--- config.mk ---
export PLATFORM = sky130hd
export DESIGN_NAME = countdown_timer_with_enable_flat
export DESIGN_NICKNAME = d
export VERILOG_FILES = /design/src/rtl/countdown_timer_with_enable_pkg.sv /design/src/rtl/countdown_timer_with_enable_if.sv /design/src/rtl/countdown_timer_with_enable_down_counter_core.sv /design/src/rtl/countdown_timer_with_enable.sv /design/src/flat_wrapper.sv
export SDC_FILE = /design/constraint.sdc
export NUM_CORES = 1
export LEC_CHECK = 0
export CAP_MARGIN = 10
export CORE_MARGIN = 1
export CORE_UTILIZATION = 30
export DETAILED_ROUTE_END_ITERATION = 16
export PLACE_DENSITY_LB_ADDON = 0.2
export SETUP_SLACK_MARGIN = 0.02
export SLEW_MARGIN = 20
export SYNTH_ARGS = -nofsm -noshare
export SYNTH_HDL_FRONTEND = slang
export SYNTH_SLANG_ARGS = --single-unit
--- constraint.sdc ---
create_clock -name clk -period 1.64 [get_ports clk]
set_clock_uncertainty 0.2 [all_clocks]
set_input_delay 0.328 -clock clk [delete_from_list [all_inputs] [get_ports clk]]
set_output_delay 0.328 -clock clk [all_outputs]
set_load 0.01 [all_outputs]
--- src/rtl/countdown_timer_with_enable_pkg.sv ---
// Shared definitions for the countdown timer and its sibling counters:
// state encodings and state width.
package countdown_timer_with_enable_pkg;

  localparam int STATE_W = 2;

  typedef enum logic [STATE_W-1:0] {
    ST_IDLE    = 2'd0,
    ST_RUN     = 2'd1,
    ST_EXPIRED = 2'd2
  } state_e;

endpackage

--- src/rtl/countdown_timer_with_enable_if.sv ---
// Control/status bundle of the countdown timer; master drives commands,
// slave (the timer) returns count, busy and done.
interface countdown_timer_with_enable_if #(parameter int WIDTH = 8);
  logic             enable;
  logic             load;
  logic [WIDTH-1:0] load_value;
  logic             start;
  logic             stop;
  logic [WIDTH-1:0] count;
  logic             busy;
  logic             done;

  modport master (output enable, load, load_value, start, stop,
                  input  count, busy, done);
  modport slave  (input  enable, load, load_value, start, stop,
                  output count, busy, done);
endinterface

--- src/rtl/countdown_timer_with_enable_down_counter_core.sv ---
// Loadable saturating down counter with reload path and terminal (==1) flag.
module down_counter_core #(
  parameter int WIDTH = 8
) (
  input  logic             clk,
  input  logic             reset,
  input  logic             load,
  input  logic [WIDTH-1:0] load_value,
  input  logic             dec,
  input  logic             reload,
  input  logic [WIDTH-1:0] reload_value,
  output logic [WIDTH-1:0] count,
  output logic             term
);

  always_ff @(posedge clk or negedge reset) begin
    if (!reset)                   count <= '0;
    else if (load)                count <= load_value;
    else if (reload)              count <= reload_value;
    // Saturate at zero so the counter can never wrap to all-ones.
    else if (dec && count != '0)  count <= count - 1'b1;
  end

  assign term = (count == WIDTH'(1));

endmodule

--- src/rtl/countdown_timer_with_enable.sv ---
// Countdown timer: FSM, reload register and registered busy/done around
// a down_counter_core. Optional auto-reload for periodic ticks.
module countdown_timer_with_enable
  import countdown_timer_with_enable_pkg::*;
#(
  parameter int WIDTH       = 8,
  parameter bit AUTO_RELOAD = 1'b0
) (
  input  logic                                 clk,
  input  logic                                 reset,
  countdown_timer_with_enable_if.slave         tif
);

  state_e           state_q, state_d;
  logic [WIDTH-1:0] reload_q;
  logic [WIDTH-1:0] cnt;
  logic             term;
  logic             cnt_load, cnt_dec, cnt_reload, done_d;
  logic             busy_q, done_q;
  logic             do_reload;

  // Reload only makes sense with a non-zero period.
  assign do_reload = AUTO_RELOAD && (reload_q != '0);

  always_ff @(posedge clk or negedge reset) begin
    if (!reset) state_q <= ST_IDLE;
    else        state_q <= state_d;
  end

  always_comb begin
    state_d = state_q;
    if (tif.load) begin
      state_d = ST_IDLE;
    end else begin
      case (state_q)
        ST_RUN: begin
          if (tif.stop)                        state_d = ST_IDLE;
          else if (tif.enable && term && !do_reload) state_d = ST_EXPIRED;
        end
        ST_IDLE, ST_EXPIRED: begin
          if (tif.start) state_d = (cnt != '0) ? ST_RUN : ST_EXPIRED;
        end
        default: state_d = ST_IDLE;
      endcase
    end
  end

  always_comb begin
    cnt_load   = tif.load;
    cnt_dec    = 1'b0;
    cnt_reload = 1'b0;
    done_d     = 1'b0;
    if (!tif.load) begin
      case (state_q)
        ST_RUN: begin
          if (!tif.stop && tif.enable) begin
            done_d     = term;
            cnt_reload = term && do_reload;
            cnt_dec    = !(term && do_reload);
          end
        end
        ST_IDLE, ST_EXPIRED: done_d = tif.start && (cnt == '0);
        default: ;
      endcase
    end
  end

  always_ff @(posedge clk or negedge reset) begin
    if (!reset) begin
      reload_q <= '0;
      busy_q   <= 1'b0;
      done_q   <= 1'b0;
    end else begin
      if (tif.load) reload_q <= tif.load_value;
      busy_q <= (state_d == ST_RUN);
      done_q <= done_d;
    end
  end

  down_counter_core #(.WIDTH(WIDTH)) u_core (
    .clk          (clk),
    .reset        (reset),
    .load         (cnt_load),
    .load_value   (tif.load_value),
    .dec          (cnt_dec),
    .reload       (cnt_reload),
    .reload_value (reload_q),
    .count        (cnt),
    .term         (term)
  );

  assign tif.count = cnt;
  assign tif.busy  = busy_q;
  assign tif.done  = done_q;

endmodule

--- src/flat_wrapper.sv ---
// flat-port wrapper written by rule: the top's interface ports become plain ports
module countdown_timer_with_enable_flat import countdown_timer_with_enable_pkg::*;
#(
  parameter int WIDTH       = 8,
  parameter bit AUTO_RELOAD = 1'b0
)
  (clk, reset, tif_enable, tif_load, tif_load_value, tif_start, tif_stop, tif_count, tif_busy, tif_done);
  countdown_timer_with_enable_if #(.WIDTH(WIDTH)) tif_i ();
  input  logic clk;
  input  logic reset;
  input wire logic [$bits(tif_i.enable)-1:0] tif_enable;
  input wire logic [$bits(tif_i.load)-1:0] tif_load;
  input wire logic [$bits(tif_i.load_value)-1:0] tif_load_value;
  input wire logic [$bits(tif_i.start)-1:0] tif_start;
  input wire logic [$bits(tif_i.stop)-1:0] tif_stop;
  output wire logic [$bits(tif_i.count)-1:0] tif_count;
  output wire logic [$bits(tif_i.busy)-1:0] tif_busy;
  output wire logic [$bits(tif_i.done)-1:0] tif_done;
  assign tif_i.enable = tif_enable;
  assign tif_i.load = tif_load;
  assign tif_i.load_value = tif_load_value;
  assign tif_i.start = tif_start;
  assign tif_i.stop = tif_stop;
  assign tif_count = tif_i.count;
  assign tif_busy = tif_i.busy;
  assign tif_done = tif_i.done;
  countdown_timer_with_enable #(.WIDTH(WIDTH), .AUTO_RELOAD(AUTO_RELOAD)) u_core (.clk(clk), .reset(reset), .tif(tif_i));
endmodule
==> results.txt <==
----------------------------------------------------
[Run status]
  Status ... complete, but fails checks
  Violated checks ... negative setup slack

[Setup path]
  Cell-by-cell trace of the critical path ... buf_6 > nor4_4 > buf_6 > buf_12 > nand4_1 > a32oi_2 > nor2_1
  Crit Path Class ... reg2reg
  Most frequent CP cell ... sky130_fd_sc_hd__buf_6
  Worst path max stage delay ... 0.39 ns
  Worst Path Max Fanout ... 5
  Worst Path Arrival ... 1.74 ns
  Cell with the biggest individual delay on the critical path ... sky130_fd_sc_hd__dfrtp_1
  Crit start category ... flip-flop
  Worst Path Required ... 1.59 ns
  Type of destination of the critical path ... flip-flop

[GRT]
  Pin count of the biggest net entering global routing ... 13
  Number of antenna violations at the first check in global routing ... 0
  Gr usage total ... 18.8%
  Wire length of the first global-routing pass ... 3640 um
  Grt total ovfl ... 0
  Via count of the first global-routing pass ... ~800

[Place]
  Worst slack at placement ... -0.446 ns
  RD Place Congestion ... between 0.8 and 0.9
  Port Buffer Count ... 23
  Detailed Place HPWL ... 1470 um

[Logic synthesis]
  Number of warnings printed during yosys synthesis ... 0
  Synth unique cells ... 30
  EDFF count, synth ... 0
  Post-Synthesis Net Count ... 91
  Post-Synthesis Cell Area ... 736 um^2
  Mean cell area of the mapped netlist ... 9.81 um^2
  Synthesized flop and latch total ... 12
  Commonest register cell after synthesis ... sky130_fd_sc_hd__dfrtp_1
  Share of flip-flops with an asynchronous set or reset after synthesis ... 100%
  Number of standard cells after synthesis ... 75
  Part of the Yosys area used for sequential elements ... 40.8%

[Layout]
  Number of diodes added for antenna fixing ... 0
  Fin nets ... 145
  Most common library cell in the layout ignoring fill and taps ... sky130_fd_sc_hd__buf_4
  Filler cells ... roughly 210
  Post-Route Utilization ... 60.7%
  Layout cells sized above 1 ... 46.9%
  Commonest cells after routing, fill and taps aside ... sky130_fd_sc_hd__buf_4, sky130_fd_sc_hd__clkdlybuf4s50_1, sky130_fd_sc_hd__dfrtp_1
  Post-synthesis to final-layout area growth ... 85.9%

[Clock tree]
  Total CTS buffers ... 3
  Clock tree from TritonCTS ... done
  CTS Buffer Depth ... 2
  Sinks on the clock net ... 12
  Reg clk slew, reported paths ... ~0.090 ns
  Root cell of the clock tree ... sky130_fd_sc_hd__clkbuf_4
  Post-CTS Hold Fix Bufs ... 0
  Number of levels in the clock H-tree ... 1
  Clock insertion delay at the later pin of the skew report ... 0.27 ns

[Flow run]
  Max capacitance violation total ... 0

[Hold path]
  Min-Delay Path Class ... in2async

[STA]
  Max-slew headroom ... between 80% and 90%
  Portion of the clock cycle consumed by the worst path in the final layout ... 109%
  Actual slew at the worst max-slew pin ... between 0.2 and 0.3 ns
  Final max-slew violation count ... 0
  Count of endpoints failing hold in the final timing report ... 0
  Final critical delay including setup and external delays ... about 1.8 ns
  Setup repair after global routing missed its margin ... yes
  Count of endpoints failing setup in the final report ... 12
  Highest Clock Rate ... 559 MHz
  Final Worst Setup Slack ... -0.149 ns

[Die]
  Horizontal die dimension ... 51.5 um
  Height of the die ... 51.5 um
  Site row count ... 17
  Die Outline Area ... 0.00265 mm^2
  Effective utilization at floorplan ... between 30% and 40%
  I/O pin count ... 24
  Placeable core region ... 0.00225 mm^2

[Routing]
  DR WL/cell ... 13.7 um
  Final wirelength ... roughly 2100 um
  Detailed-route vias per instance ... 5.07
  Iteration count of the initial detailed-routing pass ... 4
  Total number of vias ... 791
  Antenna Nets Post-Route ... 0
  First DRT Iteration DRCs ... 12
  Total DRC errors in the routed layout ... 0

[Pwr]
  Leakage power ... 0.560 nW
  PwrDens ... 631 mW/mm^2
  Clock share of power ... 22.6%
  Int Pwr ... around 0.59 mW
  Sequential cell fraction of total power ... 39.5%
  IR Drop Worst-Case VDD ... between 0.0003 and 0.0004 V
  Switching share of power ... a little under a third
  Logic gate share of total power ... 37.9%
  Sw Pwr ... between 0.2 and 0.3 mW

----------------------------------------------------
[per-layer routing]
metal / track usage, % / up-vias / routed length (um)
met5: 0 / - / 0
met4: 6.31 / 0 / 27
met3: 3.51 / 4 / 83
met2: 33.3 / 16 / 1120
met1: 22.7 / 385 / 910
li1: - / 386 / -
[power groups by stage]
stage	clock (mW)	combinational [mW]	sequential (mW)
2_1_floorplan	0	0.0889	0.365
3_3_place_gp	0	0.276	0.348
3_5_place_dp	0	0.280	0.349
4_1_cts	0.200	0.304	0.340
5_1_grt	0.221	0.355	0.343
6_report	0.195	0.327	0.340
[state kept, by name (all words and copies together), names as in the netlist]
signal,flops
u_core.state_q,2
u_core.tif.busy,1
u_core.tif.done,1
u_core.u_core.count,8
[metrics by stage]
step / cell area, um^2 / hold WS (ns) / total power, mW / instances / TNS, ns
after CTS: 1310 / 0.154 / 0.844 / 155 / -1.16
after global routing: 1370 / 0.175 / 0.920 / 156 / -1.99
after global placement: 1190 / 0.428 / 0.623 / 147 / -3.82
final: 1370 / 0.155 / 0.863 / 156 / -1.06
after floorplan: 748 / -0.168 / 0.454 / 75 / -1.20
after detailed placement: 1190 / 0.413 / 0.628 / 147 / -4.03
[cells in the mapped netlist (all sizes together), types with 2 or more instances]
cell	number	share of area, %
a21oi	2	1.4
or4	3	3.6
nor4	2	3.7
o21ai	6	4.1
a211oi	3	3.1
xnor2	4	4.8
clkbuf	3	1.5
inv	5	2.6
dfrtp	12	41
nand2	11	5.6
ha	2	3.4
nor2	6	3.1
a2111oi	3	5.3
[cell families after synthesis]
| logic type | Yosys count | synth area share (%) |
|---|---|---|
| buf+inv | 8 | 4.08 |
| compound gates | 18 | 18.2 |
| fa+ha+maj | 2 | 3.40 |
| mux | 2 | 2.89 |
| xor+xnor | 5 | 5.95 |
| flops | 12 | 40.8 |
| simple gates | 28 | 24.7 |
[worst paths after layout]
kind,start,end,slack (ns),cells past startpoint
worst max register to register,u_core.u_core.count[5],u_core.state_q[0],-0.15,7
worst min-delay path,reset,u_core.u_core.count[3],0.16,2
worst min register to register,u_core.u_core.count[7],u_core.u_core.count[7],0.46,3
max in group asynchronous,reset,u_core.u_core.count[4],0.90,2
min in group clk,tif_load_value[0],u_core.u_core.count[0],0.39,3
worst max-delay path,u_core.u_core.count[5],u_core.state_q[0],-0.15,7
[area by class of cell]
cell class	instances	area, um^2	area share [%]
multi-input combinational	55	529	38.7
timing repair buffer	52	455	33.3
sequential	12	303	22.1
tap	28	35.0	2.56
clock buffer	4	26.3	1.92
inverter	5	18.8	1.37
[worst max-delay path: cells and delay by family (launching register included)]
family                 cells  cell delay (ns)
AOI/OAI and AO/OA          1             0.22
buffers and inverters      3             0.39
DFF                        1             0.39
and+or+nand+nor            3             0.46
[timing repair]
action | in CTS | in global routing
cloned | 0 | 0
endpoints found under the hold margin | 0 | 0
setup endpoints to repair | 22 | 18
setup buffers | 4 | 1
pin swaps | 12 | 4
gates resized for setup | 31 | 22
(Power assumes the default switching activity.)
